===== src/rtl/address_range_generator.sv =====
// address_range_generator: emits base..bound at a fixed stride on a valid/ready stream, flagging the last beat.
module address_range_generator #(
  parameter int ADDR_WIDTH  = 8,
  parameter int ADDR_STRIDE = 1
) (
  input  logic                  clock,
  input  logic                  clear,
  input  logic [ADDR_WIDTH-1:0] cmd_base,
  input  logic [ADDR_WIDTH-1:0] cmd_bound,
  input  logic                  cmd_valid,
  output logic                  cmd_ready,
  output logic [ADDR_WIDTH-1:0] addr,
  output logic                  addr_last,
  output logic                  addr_valid,
  input  logic                  addr_ready,
  output logic                  busy
);
  typedef enum logic {IDLE, RUN} state_t;
  state_t state, state_nx;
  logic [ADDR_WIDTH-1:0] bound;
  logic [ADDR_WIDTH:0]   next_addr;
  logic                  cmd_go;
  logic                  out_go;
  // one extra bit so a step past the top of the address space reads as beyond bound
  assign next_addr = {1'b0, addr} + (ADDR_WIDTH+1)'(ADDR_STRIDE);
  assign cmd_go    = state == IDLE && cmd_valid && cmd_base <= cmd_bound;
  assign out_go    = state == RUN && addr_ready;
  always_ff @(posedge clock)
    state <= clear ? IDLE : state_nx;
  always_comb
    state_nx = state == IDLE ? (cmd_go ? RUN : IDLE) : (out_go && addr_last ? IDLE : RUN);
  always_comb begin
    cmd_ready  = state == IDLE;
    addr_valid = state == RUN;
    busy       = state == RUN;
    addr_last  = state == RUN && next_addr > {1'b0, bound};
  end
  always_ff @(posedge clock)
    if (clear) begin
      addr  <= '0;
      bound <= '0;
    end else if (cmd_go) begin
      addr  <= cmd_base;
      bound <= cmd_bound;
    end else if (out_go && !addr_last)
      addr <= next_addr[ADDR_WIDTH-1:0];
endmodule


===== config.mk =====
export PLATFORM = sky130hd
export DESIGN_NAME = address_range_generator
export DESIGN_NICKNAME = d
export VERILOG_FILES = /design/src/rtl/address_range_generator.sv
export SDC_FILE = /design/constraint.sdc
export NUM_CORES = 1
export LEC_CHECK = 0
export ABC_AREA = 1
export ABC_CLOCK_PERIOD_IN_PS = 2500
export BUFFER_PORTS_ARGS = -buffer_cell sky130_fd_sc_hd__buf_4
export CORE_MARGIN = 2
export CORE_UTILIZATION = 54
export DETAILED_ROUTE_END_ITERATION = 6
export GPL_TIMING_DRIVEN = 0
export PLACE_DENSITY = 0.8
export SETUP_SLACK_MARGIN = 0.5
export SLEW_MARGIN = 10
export SYNTH_ARGS = -nofsm -noshare
export SYNTH_HDL_FRONTEND = slang
export SYNTH_SLANG_ARGS = --single-unit

===== constraint.sdc =====
create_clock -name clock -period 2.5 [get_ports clock]
set_clock_uncertainty 0.1 [all_clocks]
set_input_delay 0.5 -clock clock [delete_from_list [all_inputs] [get_ports clock]]
set_output_delay 0.5 -clock clock [all_outputs]
set_load 0.05 [all_outputs]

### Word-level counts from Yosys, hierarchy flattened

Index checks and enable logic that the tools add are counted.

| word-level totals | value |
|---|---|
| register bits after elaboration | 17 |
| bits in latches | 0 |
| memory bits (writable) | 0 |
| bits in read-only memories | 0 |
| input bits | 20 |
| output and inout bits | 12 |
| word-level logic and storage cells | 20 |
| memories | 0 |

| cells by class | value |
|---|---|
| add/sub/neg operators | 1 |
| multipliers | 0 |
| divide/modulo/power cells | 0 |
| $lt $le $gt $ge | 2 |
| eq/ne operators | 0 |
| shift operators | 0 |
| mux-type cells | 5 |
| bitwise gates (word level) | 1 |
| reductions and logical operators | 8 |

Operators by type and width:

| cell | count |
|---|---|
| 8-bit 2-to-1 mux | 2 |
| 8-bit by 1-bit adder with 9-bit output (second input constant) | 1 |
| 9-bit by 8-bit > comparator with 1-bit output | 1 |
| 8-bit <= comparator | 1 |
| 1-bit logical AND | 6 |
| 1-bit 2-to-1 mux | 3 |
| 2-bit nonzero test | 1 |
| 1-bit logical NOT | 1 |
| 1-bit NOT | 1 |

### Longest topological paths before layout

Gate-level depths: netlist of run 1.

| logic depth | value |
|---|---|
| depth in word-level cells | 7 |
| depth in mapped cells | 18 |
| gate-level depth less buffers | 18 |

### Worst setup path before layout of run 1

No wires, ideal clock.

| path | value |
|---|---|
| path kind | reg2out |
| start | register addr[0] |
| end | output addr_last |
| arrival time | 2.392 ns |
| slack | -0.492 ns |
| stages on the path, launching flop included | 13 |
| path buffers | 0 |
| cells stage by stage | dfxtp_1 -> ha_1 -> nand3_2 -> nor2_1 -> xor2_1 -> ha_1 -> nand2_1 -> nor2_1 -> nand3_1 -> nor2_1 -> nor2_1 -> nand2_2 -> inv_1 |

| between the ends | value |
|---|---|
| cells in the longest elaborated chain, start to end | 3 |

Ends and longest elaborated chain:

| what | RTL line | source |
|---|---|---|
| start: declaration | 12 | `output logic [ADDR_WIDTH-1:0] addr,` |
| start signal: assignment | 43 | `addr <= cmd_base;` |
| start signal: assignment | 46 | `addr <= next_addr[ADDR_WIDTH-1:0];` |
| 8-bit by 1-bit adder with 9-bit output | 25 | `assign next_addr = {1'b0, addr} + (ADDR_WIDTH+1)'(ADDR_STRIDE);` |
| 9-bit by 8-bit > comparator with 1-bit output | 36 | `addr_last = state == RUN && next_addr > {1'b0, bound};` |
| 1-bit logical AND | 36 |  |
| end: declaration | 13 | `output logic addr_last,` |

No other way between the ends.

### Final worst setup path of run 1

Ends and elaborated chain as after synthesis.

==> results of run 1 <==
-- power breakdown --
group,switching (mW),total (mW),internal (mW),leakage [nW]
Sequential,0.0379,0.346,0.309,0.145
Clock,0.0904,0.153,0.0622,0.0150
Combinational,0.364,0.601,0.237,0.877
-- worst reg2reg max path: stages, from the launching register on --
cell	delay, ns
dfxtp_4	0.40
ha_4	0.16
nand3_4	0.11
nor2_4	0.14
xor2_2	0.20
ha_1	0.27
nand2_1	0.10
nor2_1	0.04
nand3_1	0.08
nor2_1	0.05
nor2_1	0.12
nand2_2	0.09
buf_4	0.14
buf_8	0.13
nand2_8	0.07
nand2_4	0.07
inv_8	0.10
nor2_2	0.04
nor2_1	0.08
-- synthesized netlist by cell type (all sizes together) --
cell type	instances	share of area, %
nand2	57	18
inv	40	11
nor2	28	7.8
nand3	21	7.8
dfxtp	17	24
ha	17	15
a21oi	12	4.3
o21ai	8	2.8
xor2	6	3.7
buf	4	2.9
a21o	1	0.53
clkbuf	1	0.27
clkinv	1	0.62
nand3b	1	0.53
nand4	1	0.44
nor3	1	0.71
-- metal layers --
| metal | global-route usage [%] | up-vias | share of wire, % |
|---|---|---|---|
| met1 | 30.6 | 696 | 42 |
| met5 | 0 | - | 0 |
| met4 | 13.4 | 0 | 3.3 |
| met3 | 4.03 | 15 | 5.4 |
| li1 | - | 767 | - |
| met2 | 45.0 | 63 | 49 |
-- registers in the layout, indices dropped and copies added (netlist names) --
signal / count
addr: 8
bound: 8
addr_valid: 1
-- what timing repair did --
item / in CTS / in global routing
hold buffers: 0 / 0
gates cloned: 0 / 1
setup endpoints to repair: 10 / 13
pin swaps: 13 / 11
setup buffers: 7 / 4
gates resized for setup: 8 / 24
-- kinds of logic after synthesis --
kind of cell | share of synthesized area [%]
XOR/XNOR | 3.73
AND/OR/NAND/NOR | 35.0
buffers and inverters | 14.5
AO/OA/AOI/OAI | 7.63
flip-flops | 24.1
adder cells (fa/ha/maj) | 15.1
-- area by class of cell --
cell class	count	area, sq um
multi-input combinational	154	1020
timing repair buffer	42	330
clock buffer	4	26.3
fill	192	490
tap	30	37.5
sequential	17	364
inverter	41	165
buffer	5	45.0
-- final timing paths --
check	from	to	slack, ns	cells past startpoint
max reg2reg	addr[0]	addr[5]	-0.08	18
min	clear	addr_valid	0.27	2
max	addr[0]	addr_last	-0.38	13
min reg2reg	bound[0]	bound[0]	0.38	2
-- cell usage in the layout, fill, tap and decap left out, types with 3 or more instances in the layout --
master and count:
clkbuf_4 3, nand3_1 18, xor2_1 4, nor2_2 9
dfxtp_1 10, inv_1 38, o21ai_0 6, buf_6 3
nand2_1 49, buf_4 41, a21oi_1 11, ha_1 15
nand2_4 4, nand2_2 4, dfxtp_4 6, nor2_1 15
nor2_4 4
==> out/qor_table.md, run 1 <==
| Parameter | This run |
|---|---|
| Run status | finished, violations left |
| Failing checks | setup timing |
| Clock Pin Slew Worst Setup and Hold Paths | 0.10 ns |
| DR iter-0 viols | 57 |
| Number of synthesized register bits | 17 |
| Total length of routed wires | 3660 microns |
| Post-route DRC | 0 |
| Number of unique standard cell types used by synthesis | 21 |
| Horiz. Die Dim | 55.1 microns |
| Pins over their slew limit | 0 |
| Start-to-end type of the worst setup path | register to output pin |
| Worst-Skew Late Latency | 0.30 ns |
| Final layout net count | 301 |
| Gate count after technology mapping | 216 |
| Maximum vdd drop | 0.517 mV |
| Critical path arrival | 2.28 ns |
| First-pass GRT wire length | 5610 microns |
| Required time reported for the critical path endpoint | 1.90 ns |
| Vias per inst | 5.26 |
| Post-layout worst setup margin | -0.381 ns |
| Synth-to-Final Area Change | 40.9% |
| Count of vias placed by the detailed router | 1,541 |
| Count of synthesis-stage warnings from yosys | 0 |
| Number of iterations in the first detailed-routing pass | 5 |
| Area of the core | 0.00248 sq mm |
| Sequential share of the synthesized area | 24.1% |
| Drt wl/cell | 12.5 microns |
| Deepest level of the CTS H-tree | 1 |
| Maximum number of pins on one net before global-route repair | 11 |
| Actual transition at the worst max-transition pin | 0.526 ns |
| Period utilisation layout | 115% |
| Count of clock tree sinks | 17 |
| Library cell used as clock root buffer | clkbuf_4 |
| Final min period | 2.88 ns |
| Clock buffers created by TritonCTS | 3 |
| Total Die Area | 0.00304 sq mm |
| Starting Density | 56.9% |
| Placement-stage cell area | 0.00174 sq mm |
| Post-detailed-placement half-perimeter wirelength | 2570 microns |
| Worst-path fanout max | 3 |
| Share of post-route cells with drive strength above 1 | 34.6% |
| Average instance area after synthesis | 6.53 sq um |
| N_diodes | 0 |
| Post-Route Utilization | 80.2% |
| GRT Resource Usage Total | 25.9% |
| Leakage power total | 1.04 nW |
| Most numerous cell on the critical path | nor2_1 |
| Cell Rows | 18 |
| Unrepaired setup endpoints after global routing | true |
| Via count of the first global-routing pass | 1,380 |
| CP Buf/Inv Count | 2 |
| Global placement routability congestion | 0.852 |
| Non-filler cells in the finished layout | 293 |
| Synthesized cell area | 0.00141 sq mm |
| Type of destination of the critical path | output pin |
| Clock tree from TritonCTS | done |
| Worst min-delay path category | primary input to register |
| Max clock buf depth | 2 |
| CP top delay family | simple AND/OR/NAND/NOR gates |
| CP max stage cell | dfxtp_4 |
| Final hold violation count | 0 |
| Total of max-cap violations | 0 |
| # port buffers | 31 |
| Post-placement cell count | 277 |
| Cell chain of the critical path | ha_4 > nand3_4 > nor2_4 > xor2_2 > ha_1 > nand2_1 > nor2_1 > nand3_1 > nor2_1 > nor2_1 > nand2_2 > clkinvlp_4 > buf_8 |
| Normalized max-slew margin | 65.0% |
| Power density relative to cell area | 554 mW/mm^2 |
| Maximum cell stage delay along the critical path | 0.40 ns |
| Number of primary I/O pins | 32 |
| Post-route cell area | 0.00199 sq mm |
| Achievable clock frequency | 347 MHz |
| Overall die height | 55.1 microns |
| CP Launch Type | register |
| Worst slack on hold paths | 0.267 ns |
| Post-route total power | 1.10 mW |
| Number of nets with antenna violations after detailed routing | 0 |
| Synth Net Count | 253 |
| Residual overflow from global routing | 0 |
| Number of antenna violations at the first check in global routing | 0 |
| Summed negative setup slack over all endpoints | -0.873 ns |
| Pre-CTS setup slack | -0.113 ns |
| Number of failing setup endpoints in the final timing report | 9 |
Power figures use the tool's default switching activity.
==> run 2, diff against run 1 <==
Settings changed: ABC_CLOCK_PERIOD_IN_PS 2500 to 2450, CORE_UTILIZATION 54 to 48, PLACE_DENSITY 0.8 to 0.75.
Clock period 2.5 ns to 2.45 ns, I/O delays scaled along.
==> run 2 against run 1 <==
Compared with the run above: the flow still finishes with violations (setup timing); non-clock buffer count up 3; combinational power up 2%; clock power up 9%; power up 2.7%; cell area up 0.44%; largest power group unchanged; highest routed layer unchanged.
==> out/qor_table.md, run 2 (synthesized netlist as in run 1, its figures left out) <==
| Parameter | This run | vs previous |
|---|---|---|
| Run status | finished, violations left | unchanged |
| Number of failing setup endpoints in the final timing report | 8 | was 9 |
| Number of nets with antenna violations after detailed routing | 0 | unchanged |
| Maximum cell stage delay along the critical path | 0.40 ns | about the same |
| Drt wl/cell | 12.4 microns | was 12.5 microns |
| Area of the core | 0.00278 sq mm | was 0.00248 sq mm |
| Actual transition at the worst max-transition pin | 0.509 ns | was 0.526 ns |
| Vias per inst | 4.99 | was 5.26 |
| DR iter-0 viols | 62 | was 57 |
| CP max stage cell | dfxtp_4 | unchanged |
| Start-to-end type of the worst setup path | register to output pin | unchanged |
| Cell Rows | 19 | was 18 |
| Final hold violation count | 0 | unchanged |
| Synth-to-Final Area Change | 41.5% | was 40.9% |
| Non-filler cells in the finished layout | 297 | was 293 |
| Clock Pin Slew Worst Setup and Hold Paths | 0.11 ns | was 0.10 ns |
| Clock group share of total power | 14.8% | was 13.9% |
| Endpoint with the worst hold slack | addr_valid | unchanged |
| Number of primary I/O pins | 32 | unchanged |
| Flop-to-flop setup slack | -0.07 ns | was -0.08 ns |
| Clock tree from TritonCTS | done | unchanged |
| Post-placement cell count | 278 | was 277 |
| Most numerous cell on the critical path | nand2_1 | was nor2_1 |
| Fill count | 230 | was 192 |
| Required time reported for the critical path endpoint | 1.86 ns | was 1.90 ns |
| Count of vias placed by the detailed router | 1,483 | was 1,541 |
| Total Die Area | 0.00339 sq mm | was 0.00304 sq mm |
| Post-cts hold buffer count | 0 | unchanged |
| Switching portion of total power | 44.4% | was 44.8% |
| Number of antenna violations at the first check in global routing | 0 | unchanged |
| # port buffers | 31 | unchanged |
| Total of max-cap violations | 0 | unchanged |
| First-pass GRT wire length | 5860 microns | was 5610 microns |
| CP Buf/Inv Count | 2 | unchanged |
| Clock buffers created by TritonCTS | 3 | unchanged |
| Combinational group share of total power | 54.5% | was 54.6% |
| Via count of the first global-routing pass | 1,353 | was 1,380 |
| Residual overflow from global routing | 0 | unchanged |
| Horiz. Die Dim | 58.2 microns | was 55.1 microns |
| Final min period | 2.81 ns |  |
| Deepest level of the CTS H-tree | 1 | unchanged |
| Unrepaired setup endpoints after global routing | true | unchanged |
| Post-detailed-placement half-perimeter wirelength | 2520 microns | was 2570 microns |
| CP Launch Type | register | unchanged |
| Maximum vdd drop | 0.472 mV | was 0.517 mV |
| Worst-Skew Late Latency | 0.30 ns | about the same |
| Most frequent cells in the layout | nand2_1, buf_4, inv_1, nor2_1, nand3_1 | was nand2_1, buf_4, inv_1, nand3_1 |
| Post-layout worst setup margin | -0.363 ns | was -0.381 ns |
| Internal Pwr Total | 0.628 mW | was 0.608 mW |
| Post-route DRC | 0 | unchanged |
| N_diodes | 0 | unchanged |
| Worst Reg2Reg Path Length in Cells | 19 | was 18 |
| Max clock buf depth | 2 | unchanged |
| Leakage power total | 1.06 nW | was 1.04 nW |
| Final layout net count | 304 | was 301 |
| Pins over their slew limit | 0 | unchanged |
| Number of iterations in the first detailed-routing pass | 4 | was 5 |
| Total length of routed wires | 3670 microns | was 3660 microns |
| Overall die height | 58.2 microns | was 55.1 microns |
| Critical path arrival | 2.22 ns | was 2.28 ns |
| Count of clock tree sinks | 17 | unchanged |
| Normalized max-slew margin | 66.0% | was 65.0% |
| Achievable clock frequency | 356 MHz |  |
| Failing checks | setup timing | unchanged |
| Sw Pwr | 0.502 mW | was 0.493 mW |
| Hold Path Stages | 2 | unchanged |
| Share of post-route cells with drive strength above 1 | 32.3% | was 34.6% |
| GRT Resource Usage Total | 22.5% | was 25.9% |
| Worst-path fanout max | 3 | unchanged |
| Starting Density | 50.7% | was 56.9% |
| Library cell used as clock root buffer | clkbuf_4 | unchanged |
| Worst min-delay path category | primary input to register | unchanged |
| CP top delay family | simple AND/OR/NAND/NOR gates | unchanged |
| Min-Delay Startpoint | clear | unchanged |
| Most common library cell in the layout ignoring fill and taps | nand2_1 | unchanged |
| Endpoint of the worst register-to-register path | addr[4] | was addr[5] |
| Source of the worst register-to-register timing path | addr[1] | was addr[0] |
| Power density relative to cell area | 566 mW/mm^2 | was 554 mW/mm^2 |
| Period utilisation layout | 115% |  |
| Sequential fraction of design power | 30.7% | was 31.5% |
| Cell chain of the critical path | ha_4 > nand3_4 > nor2_4 > xor2_2 > ha_1 > nand2_1 > nand2_1 > nand2_1 > nand2_1 > nor2_1 > nand2_1 > nand2_2 > clkinvlp_4 > buf_8 | was ha_4 > nand3_4 > nor2_4 > xor2_2 > ha_1 > nand2_1 > nor2_1 > nand3_1 > nor2_1 > nor2_1 > nand2_2 > clkinvlp_4 > buf_8 |
| Global placement routability congestion | 0.777 | was 0.852 |
| Worst slack on hold paths | 0.245 ns | was 0.267 ns |
| Type of destination of the critical path | output pin | unchanged |
| Maximum number of pins on one net before global-route repair | 11 | unchanged |
-- run 2: worst max-delay path by stage --
stage,from,end,cells after the start
2_1_floorplan,addr[0],addr_last,13
3_3_place_gp,addr[0],addr_last,14
4_1_cts,addr[0],addr_last,13
5_1_grt,addr[0],addr_last,14
6_report,addr[1],addr_last,14
3_5_place_dp,addr[2],addr_last,13
-- run 2: layer usage --
layer / global-route usage, % / vias to the layer above / part of all wire [%]
met2: 39.6 / 46 / 51
met5: 0 / - / 0
met4: 5.65 / 0 / 1.0
li1: - / 774 / -
met1: 27.7 / 659 / 43
met3: 4.91 / 4 / 5.1
-- run 2: power groups by stage --
stage	logic, mW	registers (mW)	clock network [mW]
global placement	0.493	0.356	0
finish	0.616	0.347	0.167
global route	0.680	0.352	0.181
detailed placement	0.499	0.357	0
floorplan	0.302	0.423	0
CTS	0.553	0.345	0.168
-- run 2: repair_timing --
item / 4_1_cts / 5_1_grt
endpoints found under the hold margin: 0 / 0
setup buffers: 11 / 3
gates resized for setup: 8 / 15
pin swaps: 11 / 10
endpoints found under the setup margin: 10 / 12
gates cloned: 0 / 1
-- run 2: area by class of cell --
type	instances	area [sq um]	area share, %
Multi-Input combinational cell	154	995	49.8
Sequential cell	17	364	18.2
Timing Repair Buffer	45	362	18.1
Inverter	41	165	8.28
Buffer	5	45.0	2.26
Tap cell	31	38.8	1.94
Clock buffer	4	26.3	1.32
-- run 2: through the flow --
step	util, %	power (mW)	instance area, sq um	setup TNS (ns)	setup slack, ns
final	71.7	1.13	2000	-0.647	-0.363
after global routing	71.7	1.21	2000	-2.28	-0.533
after CTS	68.1	1.07	1890	-0.323	-0.323
after detailed placement	62.5	0.856	1740	-0.104	-0.104
after global placement	62.5	0.849	1740	-0.116	-0.116
after floorplan	-	0.725	1470	-0.0926	-0.0926
==> run 3, diff against run 2 <==
Settings changed: CAP_MARGIN from default to 25, PLACE_DENSITY 0.75 to 0.85, SETUP_SLACK_MARGIN 0.5 to default.
==> run 3 against run 2 <==
Compared with the run above: power down 4.2%; core utilization down 3.0 points; combinational power down 6.7%; final cell count down 1.7%; critical path depth down 1; worst setup slack better by 0.011 ns; flip-flop and latch count unchanged; clock power down 3%; global-route usage down 0.37 points; the run still ends with setup timing left; highest routed layer unchanged; via count down 1.6%; maximum frequency up 0.40%.
==> out/qor_table.md, run 3 (synthesized netlist as in run 1, its figures left out) <==
| Parameter | This run | vs previous |
|---|---|---|
| Start-to-end type of the worst setup path | register to output pin | unchanged |
| Maximum cell stage delay along the critical path | 0.39 ns | was 0.40 ns |
| Vias per inst | 5.00 | was 4.99 |
| Post-cts hold buffer count | 0 | unchanged |
| Combinational group share of total power | 53.1% | was 54.5% |
| Pins over their slew limit | 0 | unchanged |
| Run status | finished, violations left | unchanged |
| Total of max-cap violations | 0 | unchanged |
| Worst-Skew Late Latency | 0.31 ns | was 0.30 ns |
| Flop-to-flop setup slack | 0 ns | was -0.07 ns |
| # port buffers | 31 | unchanged |
| Non-filler cells in the finished layout | 292 | was 297 |
| Synth-to-Final Area Change | 35.6% | was 41.5% |
| First-pass GRT wire length | 5820 microns | was 5860 microns |
| Number of nets with antenna violations after detailed routing | 0 | unchanged |
| Final layout net count | 299 | was 304 |
| Switching portion of total power | 44.5% | was 44.4% |
| Count of vias placed by the detailed router | 1,460 | was 1,483 |
| Worst Reg2Reg Path Length in Cells | 18 | was 19 |
| Post-layout worst setup margin | -0.352 ns | was -0.363 ns |
| Final hold violation count | 0 | unchanged |
| Number of primary I/O pins | 32 | unchanged |
| Endpoint with the worst hold slack | addr_valid | unchanged |
| Seq. cell area | 364 sq um | unchanged |
| Endpoint of the worst register-to-register path | addr[5] | was addr[4] |
| Deepest level of the CTS H-tree | 1 | unchanged |
| Overall die height | 58.2 microns | unchanged |
| Global placement routability congestion | 0.818 | was 0.777 |
| Max clock buf depth | 2 | unchanged |
| Area of the core | 0.00278 sq mm | unchanged |
| Total Die Area | 0.00339 sq mm | unchanged |
| Share of post-route cells with drive strength above 1 | 31.0% | was 32.3% |
| Total length of routed wires | 3490 microns | was 3670 microns |
| Starting Density | 50.7% | unchanged |
| Multi-input combinational cell area | 961 sq um | was 995 sq um |
| Clock group share of total power | 15.0% | was 14.8% |
| Required time reported for the critical path endpoint | 1.86 ns | about the same |
| Achievable clock frequency | 357 MHz | was 356 MHz |
| Residual overflow from global routing | 0 | unchanged |
| CP max stage cell | dfxtp_4 | unchanged |
| Library cell used as clock root buffer | clkbuf_4 | unchanged |
| Source of the worst register-to-register timing path | addr[1] | unchanged |
| Leakage power total | 1.02 nW | was 1.06 nW |
| Number of iterations in the first detailed-routing pass | 4 | unchanged |
| Count of clock tree sinks | 17 | unchanged |
| Post-detailed-placement half-perimeter wirelength | 2550 microns | was 2520 microns |
| Worst slack on hold paths | 0.239 ns | was 0.245 ns |
| Drt wl/cell | 12.0 microns | was 12.4 microns |
| Most frequent cells in the layout | nand2_1, buf_4, inv_1, nand3_1, nor2_1 | was nand2_1, buf_4, inv_1, nor2_1, nand3_1 |
| Most common library cell in the layout ignoring fill and taps | nand2_1 | unchanged |
| Type of destination of the critical path | output pin | unchanged |
| Most numerous cell on the critical path | nor2_1 | was nand2_1 |
| Critical path arrival | 2.21 ns | was 2.22 ns |
| Clock tree from TritonCTS | done | unchanged |
| Number of antenna violations at the first check in global routing | 0 | unchanged |
| Normalized max-slew margin | 65.7% | was 66.0% |
| Maximum vdd drop | 0.459 mV | was 0.472 mV |
| Cell Rows | 19 | unchanged |
| Final min period | 2.80 ns | was 2.81 ns |
| Period utilisation layout | 114% | was 115% |
| Via count of the first global-routing pass | 1,362 | was 1,353 |
| Failing checks | setup timing | unchanged |
| Min-Delay Startpoint | clear | unchanged |
| Internal Pwr Total | 0.601 mW | was 0.628 mW |
| GRT Resource Usage Total | 22.1% | was 22.5% |
| Post-placement cell count | 278 | unchanged |
| DR iter-0 viols | 65 | was 62 |
| Cell chain of the critical path | nand3_4 > nor2_4 > nand3b_1 > xor2_1 > ha_1 > nand2_1 > nor2_1 > nand3_1 > nor2_1 > nor2_1 > nand2_2 > clkinvlp_4 > buf_8 | was ha_4 > nand3_4 > nor2_4 > xor2_2 > ha_1 > nand2_1 > nand2_1 > nand2_1 > nand2_1 > nor2_1 > nand2_1 > nand2_2 > clkinvlp_4 > buf_8 |
| N_diodes | 0 | unchanged |
| Worst-path fanout max | 3 | unchanged |
| Clock buffers created by TritonCTS | 3 | unchanged |
| Hold Path Stages | 2 | unchanged |
| Fill count | 249 | was 230 |
| Number of failing setup endpoints in the final timing report | 2 | was 8 |
| Actual transition at the worst max-transition pin | 0.514 ns | was 0.509 ns |
| Unrepaired setup endpoints after global routing | true | unchanged |
| Power density relative to cell area | 566 mW/mm^2 | about the same |
| Sw Pwr | 0.481 mW | was 0.502 mW |
| Startpoint of the worst setup timing path | addr[1] | unchanged |
| Sequential fraction of design power | 31.9% | was 30.7% |
| Worst min-delay path category | primary input to register | unchanged |
| Horiz. Die Dim | 58.2 microns | unchanged |
| Post-route total power | 1.08 mW | was 1.13 mW |
| CP Launch Type | register | unchanged |
| Maximum number of pins on one net before global-route repair | 11 | unchanged |
| Summed negative setup slack over all endpoints | -0.353 ns | was -0.647 ns |
| Clock Pin Slew Worst Setup and Hold Paths | 0.11 ns | about the same |
| Post-route DRC | 0 | unchanged |
-- run 3: changes by cell type in the layout (fill, tap and decap cells not counted), moves of 2 or more --
cell / delta
nor2_1: -5
nand3_2: -2
nand3_1: +2
nor2_2: +7
buf_4: -4
o21ai_0: +2
nor2_4: -2
-- run 3: through the flow --
| stage | util, % | setup slack [ns] | area [sq um] |
|---|---|---|---|
| 2_1_floorplan | - | -0.0926 | 1470 |
| 3_5_place_dp | 62.5 | -0.108 | 1740 |
| 5_1_grt | 68.7 | -0.501 | 1910 |
| 6_report | 68.7 | -0.352 | 1910 |
| 4_1_cts | 66.5 | -0.345 | 1850 |
| 3_3_place_gp | 62.5 | -0.0938 | 1740 |
-- run 3: power groups by stage --
| stage | Sequential, mW | Clock [mW] | Combinational [mW] |
|---|---|---|---|
| 2_1_floorplan | 0.423 | 0 | 0.302 |
| 3_3_place_gp | 0.356 | 0 | 0.490 |
| 3_5_place_dp | 0.357 | 0 | 0.502 |
| 4_1_cts | 0.345 | 0.169 | 0.544 |
| 5_1_grt | 0.350 | 0.179 | 0.640 |
| 6_report | 0.346 | 0.162 | 0.575 |
-- run 3: worst max-delay path: cells and delay by family (launching register included) --
kind	cells	cell delay (ns)
XOR/XNOR	1	0.19
buffers and inverters	2	0.24
adder cells (fa/ha/maj)	1	0.31
flip-flops	1	0.39
AND/OR/NAND/NOR	9	0.77
-- run 3: how the worst max path moves through the flow --
| stage | endpoint | cells past startpoint |
|---|---|---|
| after floorplan | addr_last | 13 |
| after global placement | addr_last | 13 |
| after detailed placement | addr_last | 14 |
| after CTS | addr_last | 13 |
| after global routing | addr_last | 13 |
| final | addr_last | 13 |
-- run 3: area by class of cell --
class,count,share of cell area [%]
multi-input cells,154,50.3
flip-flops and latches,17,19.0
repair buffers,40,16.3
inverters,41,8.64
plain buffers,5,2.36
well taps,31,2.03
clock buffers,4,1.37
-- run 3: routing by layer --
layer  GRT usage (%)  vias to the layer above  wire, microns
met5               0                        -              0
met4            6.98                        0             22
met3            5.58                        4            202
met2            37.2                       38           1760
met1            27.7                      651           1520
li1                -                      767              -
-- run 3: timing repair --
item,4_1_cts,5_1_grt
setup endpoints to repair,1,9
gates resized for setup,6,12
gates cloned,0,1
pin swaps,13,1
setup buffers,7,2
hold endpoints to repair,0,0
